==> config.mk <==
export PLATFORM = sky130hd
export DESIGN_NAME = logic_serial_unit
export DESIGN_NICKNAME = d
export VERILOG_FILES = /design/src/rtl/logic_serial_unit.sv
export SDC_FILE = /design/constraint.sdc
export NUM_CORES = 1
export LEC_CHECK = 0
export ABC_AREA = 1
export CAP_MARGIN = 5
export CORE_UTILIZATION = 50
export CTS_CLUSTER_SIZE = 40
export DETAILED_ROUTE_END_ITERATION = 8
export GPL_ROUTABILITY_DRIVEN = 0
export PLACE_DENSITY = 0.82
export SLEW_MARGIN = 30
export SYNTH_ARGS = -nofsm -noshare
export SYNTH_HDL_FRONTEND = slang
export SYNTH_SLANG_ARGS = --single-unit
==> constraint.sdc <==
create_clock -name clk -period 2.8 [get_ports clk]
set_clock_uncertainty 0.15 [all_clocks]
set_input_delay 0.42 -clock clk [delete_from_list [all_inputs] [get_ports clk]]
set_output_delay 0.42 -clock clk [all_outputs]
set_load 0.005 [all_outputs]
==> src/rtl/logic_serial_unit.sv <==
// logic_serial_unit: handshaked multi-cycle bitwise logic unit, SLICE bits per cycle.
// Revision 1.0 - initial release
`default_nettype none

module logic_serial_unit #(
  parameter int XLEN  = 64,
  parameter int SLICE = 8
) (
  input  logic            clk,
  input  logic            rst_n,
  input  logic            in_valid_i,
  output logic            in_ready_o,
  input  logic [2:0]      op_i,
  input  logic [XLEN-1:0] a_i,
  input  logic [XLEN-1:0] b_i,
  output logic            out_valid_o,
  input  logic            out_ready_i,
  output logic [XLEN-1:0] result_o,
  output logic            illegal_o,
  output logic            busy_o
);

  localparam int NSLICE = XLEN / SLICE;
  localparam int CW     = (NSLICE > 2) ? $clog2(NSLICE) : 1;
  localparam logic [CW-1:0] CNT_LAST = CW'(NSLICE - 1);

  localparam logic [2:0] OP_AND  = 3'b000;
  localparam logic [2:0] OP_OR   = 3'b001;
  localparam logic [2:0] OP_XOR  = 3'b010;
  localparam logic [2:0] OP_ANDN = 3'b011;
  localparam logic [2:0] OP_ORN  = 3'b100;
  localparam logic [2:0] OP_XNOR = 3'b101;

  typedef enum logic [1:0] {
    S_IDLE = 2'd0,
    S_RUN  = 2'd1,
    S_DONE = 2'd2
  } state_e;

  state_e          state_q, state_d;
  logic [CW-1:0]   cnt_q, cnt_d;
  logic [XLEN-1:0] a_q, a_d;
  logic [XLEN-1:0] b_q, b_d;
  logic [2:0]      op_q, op_d;
  logic [XLEN-1:0] result_q, result_d;
  logic            illegal_q, illegal_d;
  logic [SLICE-1:0] w_slice;

  // Illegal opcodes fall through to zero, so an illegal op writes all-zero slices.
  function automatic logic [SLICE-1:0] slice_f(input logic [2:0] op,
                                               input logic [SLICE-1:0] a,
                                               input logic [SLICE-1:0] b);
    logic [SLICE-1:0] r;
    case (op)
      OP_AND:  r = a & b;
      OP_OR:   r = a | b;
      OP_XOR:  r = a ^ b;
      OP_ANDN: r = a & ~b;
      OP_ORN:  r = a | ~b;
      OP_XNOR: r = ~(a ^ b);
      default: r = '0;
    endcase
    return r;
  endfunction

  always_comb begin
    state_d   = state_q;
    cnt_d     = cnt_q;
    a_d       = a_q;
    b_d       = b_q;
    op_d      = op_q;
    result_d  = result_q;
    illegal_d = illegal_q;
    w_slice   = slice_f(op_q, a_q[int'(cnt_q)*SLICE +: SLICE], b_q[int'(cnt_q)*SLICE +: SLICE]);

    case (state_q)
      S_IDLE: begin
        if (in_valid_i) begin
          a_d       = a_i;
          b_d       = b_i;
          op_d      = op_i;
          illegal_d = op_i[2] & op_i[1];
          result_d  = '0;
          cnt_d     = '0;
          state_d   = S_RUN;
        end
      end
      S_RUN: begin
        result_d[int'(cnt_q)*SLICE +: SLICE] = w_slice;
        if (cnt_q == CNT_LAST) begin
          cnt_d   = '0;
          state_d = S_DONE;
        end else begin
          cnt_d = cnt_q + 1'b1;
        end
      end
      S_DONE: begin
        if (out_ready_i) begin
          state_d = S_IDLE;
        end
      end
      default: state_d = S_IDLE;
    endcase
  end

  always_ff @(posedge clk or negedge rst_n) begin
    if (!rst_n) begin
      state_q   <= S_IDLE;
      cnt_q     <= '0;
      a_q       <= '0;
      b_q       <= '0;
      op_q      <= '0;
      result_q  <= '0;
      illegal_q <= 1'b0;
    end else begin
      state_q   <= state_d;
      cnt_q     <= cnt_d;
      a_q       <= a_d;
      b_q       <= b_d;
      op_q      <= op_d;
      result_q  <= result_d;
      illegal_q <= illegal_d;
    end
  end

  assign in_ready_o  = (state_q == S_IDLE);
  assign out_valid_o = (state_q == S_DONE);
  assign busy_o      = (state_q != S_IDLE);
  assign result_o    = result_q;
  assign illegal_o   = illegal_q;

endmodule

`default_nettype wire

==> metrics.txt, run 1 <==
Leakage Power 0.006482 uW; syn_nets approximately 1.5k; H-tree level count 1; Arrival @ worst endpoint between 2 and 3 ns; data required time at the worst endpoint just over 3 ns; Max rail drop VDD approximately 640 uV; minimum hold slack about 0.33 ns; final setup vio count 0; filler cell count between 1.5k and 2k; Layout area overhead 27.74%; clk_lat worst skew 0.50 ns; PortBufs 202; first-pass iteration count of the detailed router 9; CTS Root Buffer Type clkbuf_16; Core ar. 20230 um2; Rel. slew slack 38.16%; crit path launch cnt_q[0]$_DFFE_PN0P_; PwrDens between 1000 and 1500 nW/um2; Synth Register Bits around 200; Iter 0 DRT Violations around 1.0k; Num CTS Buffers 20; area of the multi-input gates 4353 um2; Peak Freq around 380 MHz; vias in the first global route 9644; Syn Area/Cell 7.629 um2; RR Endpoint result_o[61]$_DFFE_PN0P_; worst slack, placed approximately 0.27 ns; RR Startpoint cnt_q[0]$_DFFE_PN0P_; largest net degree at the start of global routing between 70 and 80; register cell area after layout just over 5000 um2; status complete, no violations; wire per inst about 16 um; layout cells sized above 1 roughly 7.1%; hold_sp b_i[56]; CP startpoint kind flip-flop; die area around 21000 um2; max-slew violations 0; antenna viol nets, final 0; max_cap viols 0; Final TNS setup 0 ns; period utilization 94.64%; slew at the pin closest to its max-slew limit just over 0.9 ns; hold depth 3; Reg clk slew, reported paths 0.06 ns; Die Y-Extent roughly 150 um; antenna diode count 0; share of the synthesized area in the top cell type between 40% and 50%; r2r setup slk ~0.15 ns; sequential area share after synthesis 48.66%; via count between 9k and 10k; Final Hold Vio Count 0; Starting Density between 50% and 60%; Worst Hold End b_q[56]$_DFFE_PN0P_; Hold Path Class in -> reg; synth warn 0; Die Wd between 100 and 150 um; I/O pins about 200; Final min period between 2 and 3 ns; crit path capture type flip-flop; Critical Setup Path Class reg -> reg; DP Wirelength ~21 mm; Post-route DRC 0; global-route usage over all layers 28.49%; final worst slack 0.1500 ns; routed vias/inst 5.389; setup bufs post-CTS 0; critical path peak fanout 50; cell area after synthesis roughly 10000 um2; first-pass GRT wire length 48.56 mm; Total Routed Length approximately 30 mm; GRT overflow 0; CTS tree built; antenna violations before repair 0; site row count 52; RSZ-0062 raised after global routing no; Synth area leader dfrtp_1; Distinct cells, synth 29; Final Core Density 65.26%; nets approximately 1.7k; worst reg2reg path depth 10; synth top area cells dfrtp_1 49%, nand2_1 20%, o21ai_0 6.5%, nand3_1 6.4%, inv_1 5.2%; CTS Sinks between 200 and 250; clk buf depth 3; Mapped Cells about 1.4k
==> worst max-delay path by stage <==
stage | end | slack (ns) | cells after the start
2_1_floorplan | result_o[56]$_DFFE_PN0P_ | 0.25 | 12
3_3_place_gp | result_o[61]$_DFFE_PN0P_ | 0.38 | 10
3_5_place_dp | result_o[61]$_DFFE_PN0P_ | 0.27 | 10
4_1_cts | result_o[22]$_DFFE_PN0P_ | 0.25 | 11
5_1_grt | result_o[22]$_DFFE_PN0P_ | 0.01 | 10
6_report | result_o[61]$_DFFE_PN0P_ | 0.15 | 10
==> critical path: stages, from the launching register on <==
cell	delay, ns
dfrtp_4	0.45
buf_4	0.48
nand2_1	0.13
nand3_1	0.18
nand3_1	0.10
nand2_1	0.16
nand2_1	0.09
nand3_1	0.10
nand4_2	0.40
nand4_1	0.20
nand2_1	0.07
==> cell type report <==
cell class | count | area share (%)
clock buffers | 33 | 4.851
clock inverters | 3 | 0.1137
inverters | 149 | 4.330
multi-input cells | 936 | 32.96
flip-flops and latches | 201 | 38.12
well taps | 270 | 2.558
repair buffers | 222 | 17.06
==> sequential cells by signal, summed over array words and instances, names as in the netlist <==
register   count
state_q        2
result_o      64
b_q           64
a_q           64
op_q           3
cnt_q          3
illegal_o      1
==> cell usage in the layout, fill, tap and decap left out <==
master and n:
a21oi_2 1, a21oi_4 1, buf_12 6, buf_4 13, clkbuf_1 5, clkbuf_16 21, clkbuf_8 8, clkdlybuf4s50_1 201
clkinv_2 3, dfrtp_1 200, dfrtp_4 1, dlygate4sd3_1 1, ha_1 4, inv_1 142, inv_2 5, inv_6 1
inv_8 1, nand2_1 543, nand2_2 9, nand3_1 132, nand3_2 17, nand4_1 48, nand4_2 6, nand4_4 2
nor2_1 13, nor2_2 5, nor2_4 4, nor3_2 3, nor3_4 2, nor3b_4 1, o21ai_0 134, o21ai_1 9
o22ai_1 2
==> repair_timing <==
item	in CTS	in global routing
gates resized for setup	0	0
hold buffers	1	0
hold endpoints to repair	70	0
==> Yosys cell counts (all sizes together) <==
cell type  instances
nand4             56
nand2            552
o22ai              2
buf               42
ha                 4
dfrtp            201
clkinv             1
clkbuf            27
nor2              22
o21ai            143
nor3               5
a21oi              2
inv              148
nand3            149
nor3b              1
==> per-stage QoR <==
step	instance area (um2)	cells	power [uW]
2_1_floorplan	10340	1355	10570
3_3_place_gp	12540	1777	13230
3_5_place_dp	12540	1777	13520
4_1_cts	13210	1814	16270
5_1_grt	13210	1814	17540
6_report	13210	1814	16350
==> report_power, final <==
| part | switching [uW] | total [uW] | internal (uW) |
|---|---|---|---|
| Sequential | 560 | 4790 | 4230 |
| Combinational | 5910 | 8910 | 3000 |
| Clock | 1090 | 2650 | 1560 |
| Total | 7560 | 16400 | 8790 |
==> per-layer routing <==
metal  global-route usage [%]  vias to the layer above  share of wire, %
met4                    13.32                        0               4.5
met1                    38.24                     4587                42
met5                        0                        -                 0
li1                         -                     4655                 -
met3                    4.953                       98               7.0
met2                    45.10                      435                46
==> cells by family (layout without fill, tap and decap cells) <==
family                   Yosys count  after routing  synth area share [%]
AND/OR/NAND/NOR                  785            785                 34.34
buffers and inverters            218            407                 9.235
flip-flops                       201            201                 48.66
AO/OA/AOI/OAI                    147            147                 7.286
adder cells (fa/ha/maj)            4              4                0.4842
Power figures use the tool's default switching activity.
==> run 2: changes to the inputs <==
- SLEW_MARGIN: 30 -> unset
==> results of run 2 <==
Final layout, timing and power as in run 1 (identical DEF).
